File: config.mk
export PLATFORM = sky130hd
export DESIGN_NAME = dmem_arbiter
export DESIGN_NICKNAME = d
export VERILOG_FILES = /design/src/rtl/dmem_arbiter.sv
export SDC_FILE = /design/constraint.sdc
export NUM_CORES = 1
export LEC_CHECK = 0
export ABC_CLOCK_PERIOD_IN_PS = 3500
export CAP_MARGIN = 10
export CORE_MARGIN = 2
export CORE_UTILIZATION = 44
export DETAILED_ROUTE_END_ITERATION = 12
export PLACE_DENSITY = 0.87
export SYNTH_ARGS = -nofsm -noshare
export SYNTH_HDL_FRONTEND = slang
export SYNTH_SLANG_ARGS = --single-unit
export TNS_END_PERCENT = 50
File: constraint.sdc
create_clock -name clk -period 3.5 [get_ports clk]
set_input_delay 0.7 -clock clk [delete_from_list [all_inputs] [get_ports clk]]
set_output_delay 0.7 -clock clk [all_outputs]
set_load 0.01 [all_outputs]
File: src/rtl/dmem_arbiter.sv
// Two-port arbiter in front of the single-port data memory: IDLE -> ACCESS -> RESP per request.
// Optional macro DMEM_ARB_FIXED_PRIO_EN: port 0 always wins a tie instead of round-robin.
module dmem_arbiter #(
  parameter int DMEM_DATA_WIDTH = 32,
  parameter int DMEM_ADDR_WIDTH = 4
) (
  input  logic                       clk,
  input  logic                       rst,
  input  logic                       req_valid_p0,
  input  logic                       req_valid_p1,
  output logic                       req_ready_p0,
  output logic                       req_ready_p1,
  input  logic                       req_we_p0,
  input  logic                       req_we_p1,
  input  logic [1:0]                 req_mode_p0,
  input  logic [1:0]                 req_mode_p1,
  input  logic [DMEM_ADDR_WIDTH-1:0] req_addr_p0,
  input  logic [DMEM_ADDR_WIDTH-1:0] req_addr_p1,
  input  logic [DMEM_DATA_WIDTH-1:0] req_wdata_p0,
  input  logic [DMEM_DATA_WIDTH-1:0] req_wdata_p1,
  output logic                       rsp_valid_p0,
  output logic                       rsp_valid_p1,
  output logic [DMEM_DATA_WIDTH-1:0] rsp_rdata,
  output logic                       rsp_err,
  output logic                       dmem_wr_en,
  output logic [1:0]                 dmem_rw_mode,
  output logic [DMEM_ADDR_WIDTH-1:0] dmem_addr,
  output logic [DMEM_DATA_WIDTH-1:0] dmem_w_data,
  input  logic [DMEM_DATA_WIDTH-1:0] dmem_r_data
);

  typedef enum logic [1:0] {S_IDLE, S_ACCESS, S_RESP} state_t;

  state_t                     r_state, w_state_next;
  logic                       r_last_grant;
  logic                       r_owner;
  logic                       r_we;
  logic [1:0]                 r_mode;
  logic [DMEM_ADDR_WIDTH-1:0] r_addr;
  logic [DMEM_DATA_WIDTH-1:0] r_wdata;
  logic [DMEM_DATA_WIDTH-1:0] r_rdata;
  logic                       r_err;
  logic                       w_winner;
  logic                       w_accept;
  logic                       w_err;

  always_comb begin
    if (req_valid_p0 && !req_valid_p1) begin
      w_winner = 1'b0;
    end else if (!req_valid_p0 && req_valid_p1) begin
      w_winner = 1'b1;
    end else begin
`ifdef DMEM_ARB_FIXED_PRIO_EN
      w_winner = 1'b0;
`else
      w_winner = ~r_last_grant;
`endif
    end
  end

  always_comb begin
    case (r_mode)
      2'b00:   w_err = (r_addr[1:0] != 2'b00);
      2'b01:   w_err = r_addr[0];
      2'b10:   w_err = 1'b0;
      default: w_err = 1'b1;
    endcase
  end

  // Ready is gated by rst so every output reads 0 while reset is held.
  assign w_accept = rst && (r_state == S_IDLE) && (req_valid_p0 || req_valid_p1);

  always_ff @(posedge clk or negedge rst) begin
    if (!rst) begin
      r_state <= S_IDLE;
    end else begin
      r_state <= w_state_next;
    end
  end

  always_comb begin
    w_state_next = r_state;
    req_ready_p0 = 1'b0;
    req_ready_p1 = 1'b0;
    rsp_valid_p0 = 1'b0;
    rsp_valid_p1 = 1'b0;
    dmem_wr_en   = 1'b0;
    case (r_state)
      S_IDLE: begin
        req_ready_p0 = rst && !w_winner && req_valid_p0;
        req_ready_p1 = rst && w_winner && req_valid_p1;
        if (w_accept) w_state_next = S_ACCESS;
      end
      S_ACCESS: begin
        dmem_wr_en   = r_we && !w_err;
        w_state_next = S_RESP;
      end
      S_RESP: begin
        rsp_valid_p0 = !r_owner;
        rsp_valid_p1 = r_owner;
        w_state_next = S_IDLE;
      end
      default: w_state_next = S_IDLE;
    endcase
  end

  always_ff @(posedge clk or negedge rst) begin
    if (!rst) begin
      r_last_grant <= 1'b1;
      r_owner      <= 1'b0;
      r_we         <= 1'b0;
      r_mode       <= 2'b00;
      r_addr       <= '0;
      r_wdata      <= '0;
      r_rdata      <= '0;
      r_err        <= 1'b0;
    end else begin
      if (w_accept) begin
        r_owner      <= w_winner;
        r_last_grant <= w_winner;
        r_we         <= w_winner ? req_we_p1    : req_we_p0;
        r_mode       <= w_winner ? req_mode_p1  : req_mode_p0;
        r_addr       <= w_winner ? req_addr_p1  : req_addr_p0;
        r_wdata      <= w_winner ? req_wdata_p1 : req_wdata_p0;
      end
      if (r_state == S_ACCESS) begin
        r_rdata <= (r_we || w_err) ? '0 : dmem_r_data;
        r_err   <= w_err;
      end
    end
  end

  assign dmem_rw_mode = r_mode;
  assign dmem_addr    = r_addr;
  assign dmem_w_data  = r_wdata;
  assign rsp_rdata    = r_rdata;
  assign rsp_err      = r_err;

endmodule
==> results of run 1 <==
[metal layers]
| layer | up-vias | routed length [um] |
|---|---|---|
| met4 | 0 | 264 |
| met1 | 1819 | 4690 |
| met5 | - | 0 |
| met3 | 22 | 1190 |
| met2 | 222 | 5520 |
| li1 | 1801 | - |
[worst max-delay path: stages]
cell and delay, ps:
clkdlybuf4s50_1 510, buf_4 280, and3_1 200, clkdlybuf4s50_1 530
[state kept, by name, summed over array words and instances (netlist names)]
signal	flops
r_last_grant	1
dmem_rw_mode	2
r_owner	1
rsp_rdata	32
dmem_addr	4
r_state	2
dmem_w_data	32
rsp_err	1
r_we	1
[cells in the mapped netlist, types with 2 or more instances]
| cell | instances |
|---|---|
| a21o_1 | 2 |
| a21oi_1 | 30 |
| a21oi_2 | 10 |
| a31oi_1 | 39 |
| and3_1 | 2 |
| buf_1 | 3 |
| buf_2 | 14 |
| buf_4 | 4 |
| buf_6 | 7 |
| clkbuf_1 | 20 |
| dfrtp_1 | 75 |
| inv_1 | 33 |
| nand2_1 | 33 |
| nand2b_1 | 3 |
| nand3_1 | 39 |
| nor3b_1 | 2 |
| o211ai_1 | 39 |
| o41ai_1 | 32 |
[power by group through the flow]
stage | registers (mW) | logic [mW] | clock network, mW
after floorplan | 1.34 | 0.520 | 0
after global placement | 1.25 | 1.30 | 0
after detailed placement | 1.26 | 1.33 | 0
after CTS | 1.25 | 1.33 | 0.882
after global routing | 1.28 | 1.42 | 0.925
final | 1.25 | 1.32 | 0.866
[cell families (layout without fill, tap and decap cells)]
group / after synthesis / count (layout) / synth area share [%]
flip-flops: 76 / 76 / 49.9
AND/OR/NAND/NOR: 85 / 85 / 10.7
AO/OA/AOI/OAI: 154 / 154 / 28.6
buffers and inverters: 83 / 250 / 10.4
multiplexers: 1 / 1 / 0.295
[how the worst min path moves through the flow]
stage,startpoint,end,slack (ps)
after floorplan,rst,dmem_addr[0],400
after global placement,rsp_rdata[3],rsp_rdata[3],450
after detailed placement,rsp_rdata[3],rsp_rdata[3],460
after CTS,rsp_rdata[13],rsp_rdata[13],480
after global routing,rsp_rdata[13],rsp_rdata[13],500
final,rsp_rdata[13],rsp_rdata[13],480
[final cells by class]
type	count	area share (%)
Clock buffer	10	2.16
Clock inverter	6	2.30
Tap cell	105	2.22
Sequential cell	76	32.1
Timing Repair Buffer	200	33.3
Inverter	34	2.16
Multi-Input combinational cell	240	25.7
[stage by stage]
step	hold WS (ps)	setup WS [ps]
floorplan	404	1320
global placement	454	607
detailed placement	465	579
CTS	483	565
global route	499	507
finish	481	566
==> reports/metrics.csv, run 1 <==
metric;value;unit
status;complete, no violations;
tritoncts.num_buffers;9;
antenna-diode-count;0;
cts_tree;yes;
post_synth.cell_area_avg;9.55;um2
worst-r2r-cell-count;5;
criticalPathCategory;in -> out;
average_vias_per_placed_instance;5.76;
root_buffer;clkbuf_8;
globalRoute.totalOverflow;0;
syn_to_final_growth;55.3;%
setup.worst_path.start;req_valid_p0;
gpl.final_weighted_congestion;0.815;
coreArea;0.00830;mm2
max-cap-violations;0;
max_freq;341;MHz
gr-usage-all-layers;24.3;%
cts_num_sinks;76;
grt_antenna_before_repair;0;
grt_use_met2;39.5;%
report.final.slew_viol_count;0;
grt_first_pass_wirelength;19000;um
critical_path.reg2reg.endpoint;dmem_w_data[30];
power.ir.vdd_worst;0.000331;V
drt_pass1_iterations;5;
seq_power_share;36.4;%
final_cell_area;0.00592;mm2
die_width;97.1;um
grt_setup_unrepaired;false;
timing.hold.worst.class;reg -> reg;
rows;33;
critPathCaptureType;output pin;
grtUsageMet3;6.91;%
power_switching;1.10;mW
crit_arrival;2230;ps
layout.filler_cells;616;
design_power_total;3.43;mW
postSynthNetCount;513;
ctsLongestPathBuffers;2;
final.setup.tns;0;ps
grt_max_degree;77;
clk_pin_slew_worst_paths;70;ps
timing.critical_path.required;2800;ps
synthesis.area;0.00381;mm2
final_min_period_over_clock_period;83.8;%
die_area;0.00943;mm2
final_antenna_net_count;0;
r2r_setup_slack;1170;ps
worst_clock_skew;12.0;ps
finalNetCount;675;
p_leak;2.42;nW
setup.worst_path.end;req_ready_p0;
layout.cells.most_common;clkdlybuf4s50_1;
drc;0;
synth_flop_cell;dfrtp_1;
hold_viol_final;0;
synth-edff-count;0;
initial_core_util;45.9;%
dp_hpwl;7920;um
final-seq-area;0.00190;mm2
vias;3864;
routed_wire_length_per_instance;17.4;um
synth_largest_area_cell;dfrtp_1;
boundaryPins;190;
part_of_the_yosys_area_used_for_sequential_elements;49.9;%
critPathMaxFanout;23;
area_taken_by_multi_input_logic_gates;0.00152;mm2
final_core_util;71.4;%
worstMarginPinSlew;948;ps
synth_largest_type_area_fraction;49.2;%
crit-reg2reg-launch;r_state[0];
synthesis.yosys.warnings;0;
cellPowerDensity;579;mW/mm2
cellInternalPower;2.33;mW
asyncSetResetFlopFracSynth;100;%
cts_hold_repair_buffers;0;
whs_path_depth;2;
met1_usage;31.2;%
drt-total-wl;11700;um
first_global_vias;3815;
numPlacedInstances;655;
comb_power_share;38.4;%
start_kind;input pin;
period_needed;2930;ps
synth-seq-cells;76;
busiest_layer;met2;
netSwitchingFraction;32.1;%
cts.repair_timing.setup_buffer_count;0;
finalSetupViolations;0;
dieHeight;97.1;um
worst_skew_pair.late_latency;340;ps
place_area;0.00566;mm2
layout.cells.most_common_list;188 x clkdlybuf4s50_1, 75 x dfrtp_1, 39 x nand3_1, 39 x o211ai_1, 39 x a31oi_1;
port_buffers;189;
first_iter_violations;181;
synth_cell_type_count;30;
cts.htree.levels;3;
drive_above_1_share;8.13;%
power_frac_clock;25.2;%
cts_resized;0;
ys_top_cells_by_area;dfrtp_1 49%, o211ai_1 7.7%, o41ai_1 7.4%;
syn-instance-count;399;
final_cells;671;
slew_headroom;36.8;%
Note: power is estimated with default switching activity, not from simulation.
==> run 2: changes to the inputs <==
--- a/config.mk
+++ b/config.mk
@@ -5,12 +5,12 @@
 export SDC_FILE = /design/constraint.sdc
 export NUM_CORES = 1
 export LEC_CHECK = 0
-export ABC_CLOCK_PERIOD_IN_PS = 3500
+export ABC_CLOCK_PERIOD_IN_PS = 2900
 export CAP_MARGIN = 10
 export CORE_MARGIN = 2
-export CORE_UTILIZATION = 44
+export CORE_UTILIZATION = 41
 export DETAILED_ROUTE_END_ITERATION = 12
-export PLACE_DENSITY = 0.87
+export PLACE_DENSITY = 0.82
 export SYNTH_ARGS = -nofsm -noshare
 export SYNTH_HDL_FRONTEND = slang
 export SYNTH_SLANG_ARGS = --single-unit
==> constraint.sdc (replaced) <==
create_clock -name clk -period 2.9 [get_ports clk]
set_input_delay 0.58 -clock clk [delete_from_list [all_inputs] [get_ports clk]]
set_output_delay 0.58 -clock clk [all_outputs]
set_load 0.01 [all_outputs]
==> run 2 against run 1 <==
Effect of this change:
- clock-buffer cell count is 1 higher
- worst hold slack worse by 4.4 ps
- combinational power increased by 20%
- global-route usage down 1.1 points
- power up 17%
- flip-flop and latch count stayed put
- critical path depth did not move
- routed wire length up 1.2%
- non-clock buffer count grew 4
- critical path type unchanged
- critical endpoint is now req_ready_p1
- highest routed layer unchanged
==> reports/metrics.csv, run 2 (synthesis gave the netlist of run 1 again) <==
metric;value;unit;change
critPathMostFrequentCell;clkdlybuf4s50_1;;
worst_clock_skew;5.88;ps;-6.08 ps
gpl.final_weighted_congestion;0.860;;+5.5%
power.ir.vdd_worst;0.000319;V;-3.4%
cts_hold_repair_buffers;0;;unchanged
crit_path_cell_trace;clkdlybuf4s50_1 > nand2_1 > and3_1 > clkdlybuf4s50_1;;
wl_met2;5880;um;+6.6%
ctsLongestPathBuffers;2;;unchanged
tritoncts.num_buffers;9;;unchanged
cts_tree;yes;;
grt_setup_unrepaired;false;;
finalSetupViolations;0;;unchanged
cts_resized;0;;unchanged
globalRoute.totalOverflow;0;;unchanged
rows;35;;+6.1%
syn_to_final_growth;55.6;%;
drt-total-wl;11800;um;+1.2%
dieHeight;100;um;+3.4%
max_stage_delay;560;ps;+30 ps
final_min_period_over_clock_period;88.9;%;
routed_wire_length_per_instance;17.4;um;-0.16%
slew_headroom;35.4;%;-1.4 points
grt_first_pass_wirelength;18700;um;-1.4%
critPathMaxFanout;6;;-74%
met3_length;813;um;-32%
grt_antenna_before_repair;0;;unchanged
cts_num_sinks;76;;unchanged
antenna-diode-count;0;;unchanged
max-cap-violations;0;;unchanged
boundaryPins;190;;unchanged
place_area;0.00571;mm2;+0.88%
final.setup.tns;0;ps;unchanged
coreArea;0.00911;mm2;+9.8%
cts.repair_timing.setup_buffer_count;0;;unchanged
routed.top_layer;met4;;
drive_above_1_share;8.96;%;+0.84 points
report.final.slew_viol_count;0;;unchanged
timing.critical_path.required;2320;ps;-480 ps
drc;0;;unchanged
worst_path_max_delay_cell;clkdlybuf4s50_1;;
criticalPathCategory;in -> out;;
clk_pin_slew_worst_paths;70;ps;about the same
first_iter_violations;153;;-15%
drt_pass1_iterations;4;;-1
start_kind;input pin;;
worstMarginPinSlew;968;ps;+20.7 ps
cellPowerDensity;677;mW/mm2;+17%
dp_hpwl;8090;um;+2.1%
grt_max_degree;77;;unchanged
max_freq;388;MHz;
timing.hold.worst.class;reg -> reg;;
p_leak;2.43;nW;+0.34%
finalNetCount;679;;+0.59%
met1_length;4940;um;+5.2%
vias;3822;;-1.1%
critPathCaptureType;output pin;;
final_cell_area;0.00593;mm2;+0.17%
final_antenna_net_count;0;;unchanged
crit_arrival;2000;ps;-230 ps
die_area;0.0101;mm2;+7.0%
first_global_vias;3891;;+2.0%
layout.cells.most_common_list;188 x clkdlybuf4s50_1, 75 x dfrtp_1, 39 x nand3_1, 39 x o211ai_1, 39 x a31oi_1;;
port_buffers;189;;unchanged
hold_viol_final;0;;unchanged
layout.cells.most_common;clkdlybuf4s50_1;;
initial_core_util;41.9;%;-4.1 points
die_width;100;um;+3.4%
status;complete, no violations;;
period_needed;2580;ps;
average_vias_per_placed_instance;5.62;;-2.4%
gr-usage-all-layers;23.2;%;-1.1 points
worst_skew_pair.late_latency;340;ps;about the same
root_buffer;clkbuf_8;;
cts.htree.levels;3;;unchanged
## run 2: cell types whose count changed in the layout (fill, tap and decap cells not counted)
cell / previous run / this run
clkbuf_1: 1 / 0
buf_12: 0 / 1
or2_2: 0 / 1
buf_4: 12 / 15
clkinv_2: 0 / 1
clkinv_4: 1 / 0
clkbuf_8: 9 / 11
bufinv_16: 4 / 2
or2_1: 1 / 0
## run 2: critical path, delay by kind of cell
family | cells | cell delay [ps]
buffers and inverters | 2 | 1060
AND/OR/NAND/NOR | 2 | 360
## run 2: cell type report
class	instances	area, um2
Clock inverter	4	72.6
Inverter	34	128
Fill cell	750	3180
Sequential cell	76	1900
Timing Repair Buffer	204	2010
Clock buffer	11	151
Tap cell	111	139
Multi-Input combinational cell	240	1520
## run 2: metrics by stage
step,worst slack [ps],std cells,hold slack [ps],total power [mW],util [%]
floorplan,961,399,284,2.25,-
global placement,355,665,454,3.09,62.7
detailed placement,327,665,462,3.14,62.7
CTS,322,680,480,4.05,65.1
global route,251,680,500,4.25,65.1
finish,322,680,477,4.01,65.1
## run 2: routing by layer
layer	up-vias	GRT usage, %
li1	1804	-
met1	1832	28.4
met2	166	40.6
met3	20	5.57
met4	0	6.85
met5	-	0
## run 2: final timing paths
path	from	to	slack [ps]	cells past startpoint
min reg2reg	rsp_rdata[13]	rsp_rdata[13]	480	2
min in group asynchronous	rst	rsp_err	510	2
max in group asynchronous	rst	dmem_w_data[5]	1790	2
max	req_valid_p0	req_ready_p1	320	4
min	rsp_rdata[13]	rsp_rdata[13]	480	2
max reg2reg	r_state[0]	dmem_w_data[4]	1080	6
## run 2: power by group
group | internal (mW) | switching, mW | total, mW
Combinational | 0.830 | 0.754 | 1.58
Sequential | 1.33 | 0.190 | 1.52
Clock | 0.526 | 0.381 | 0.907
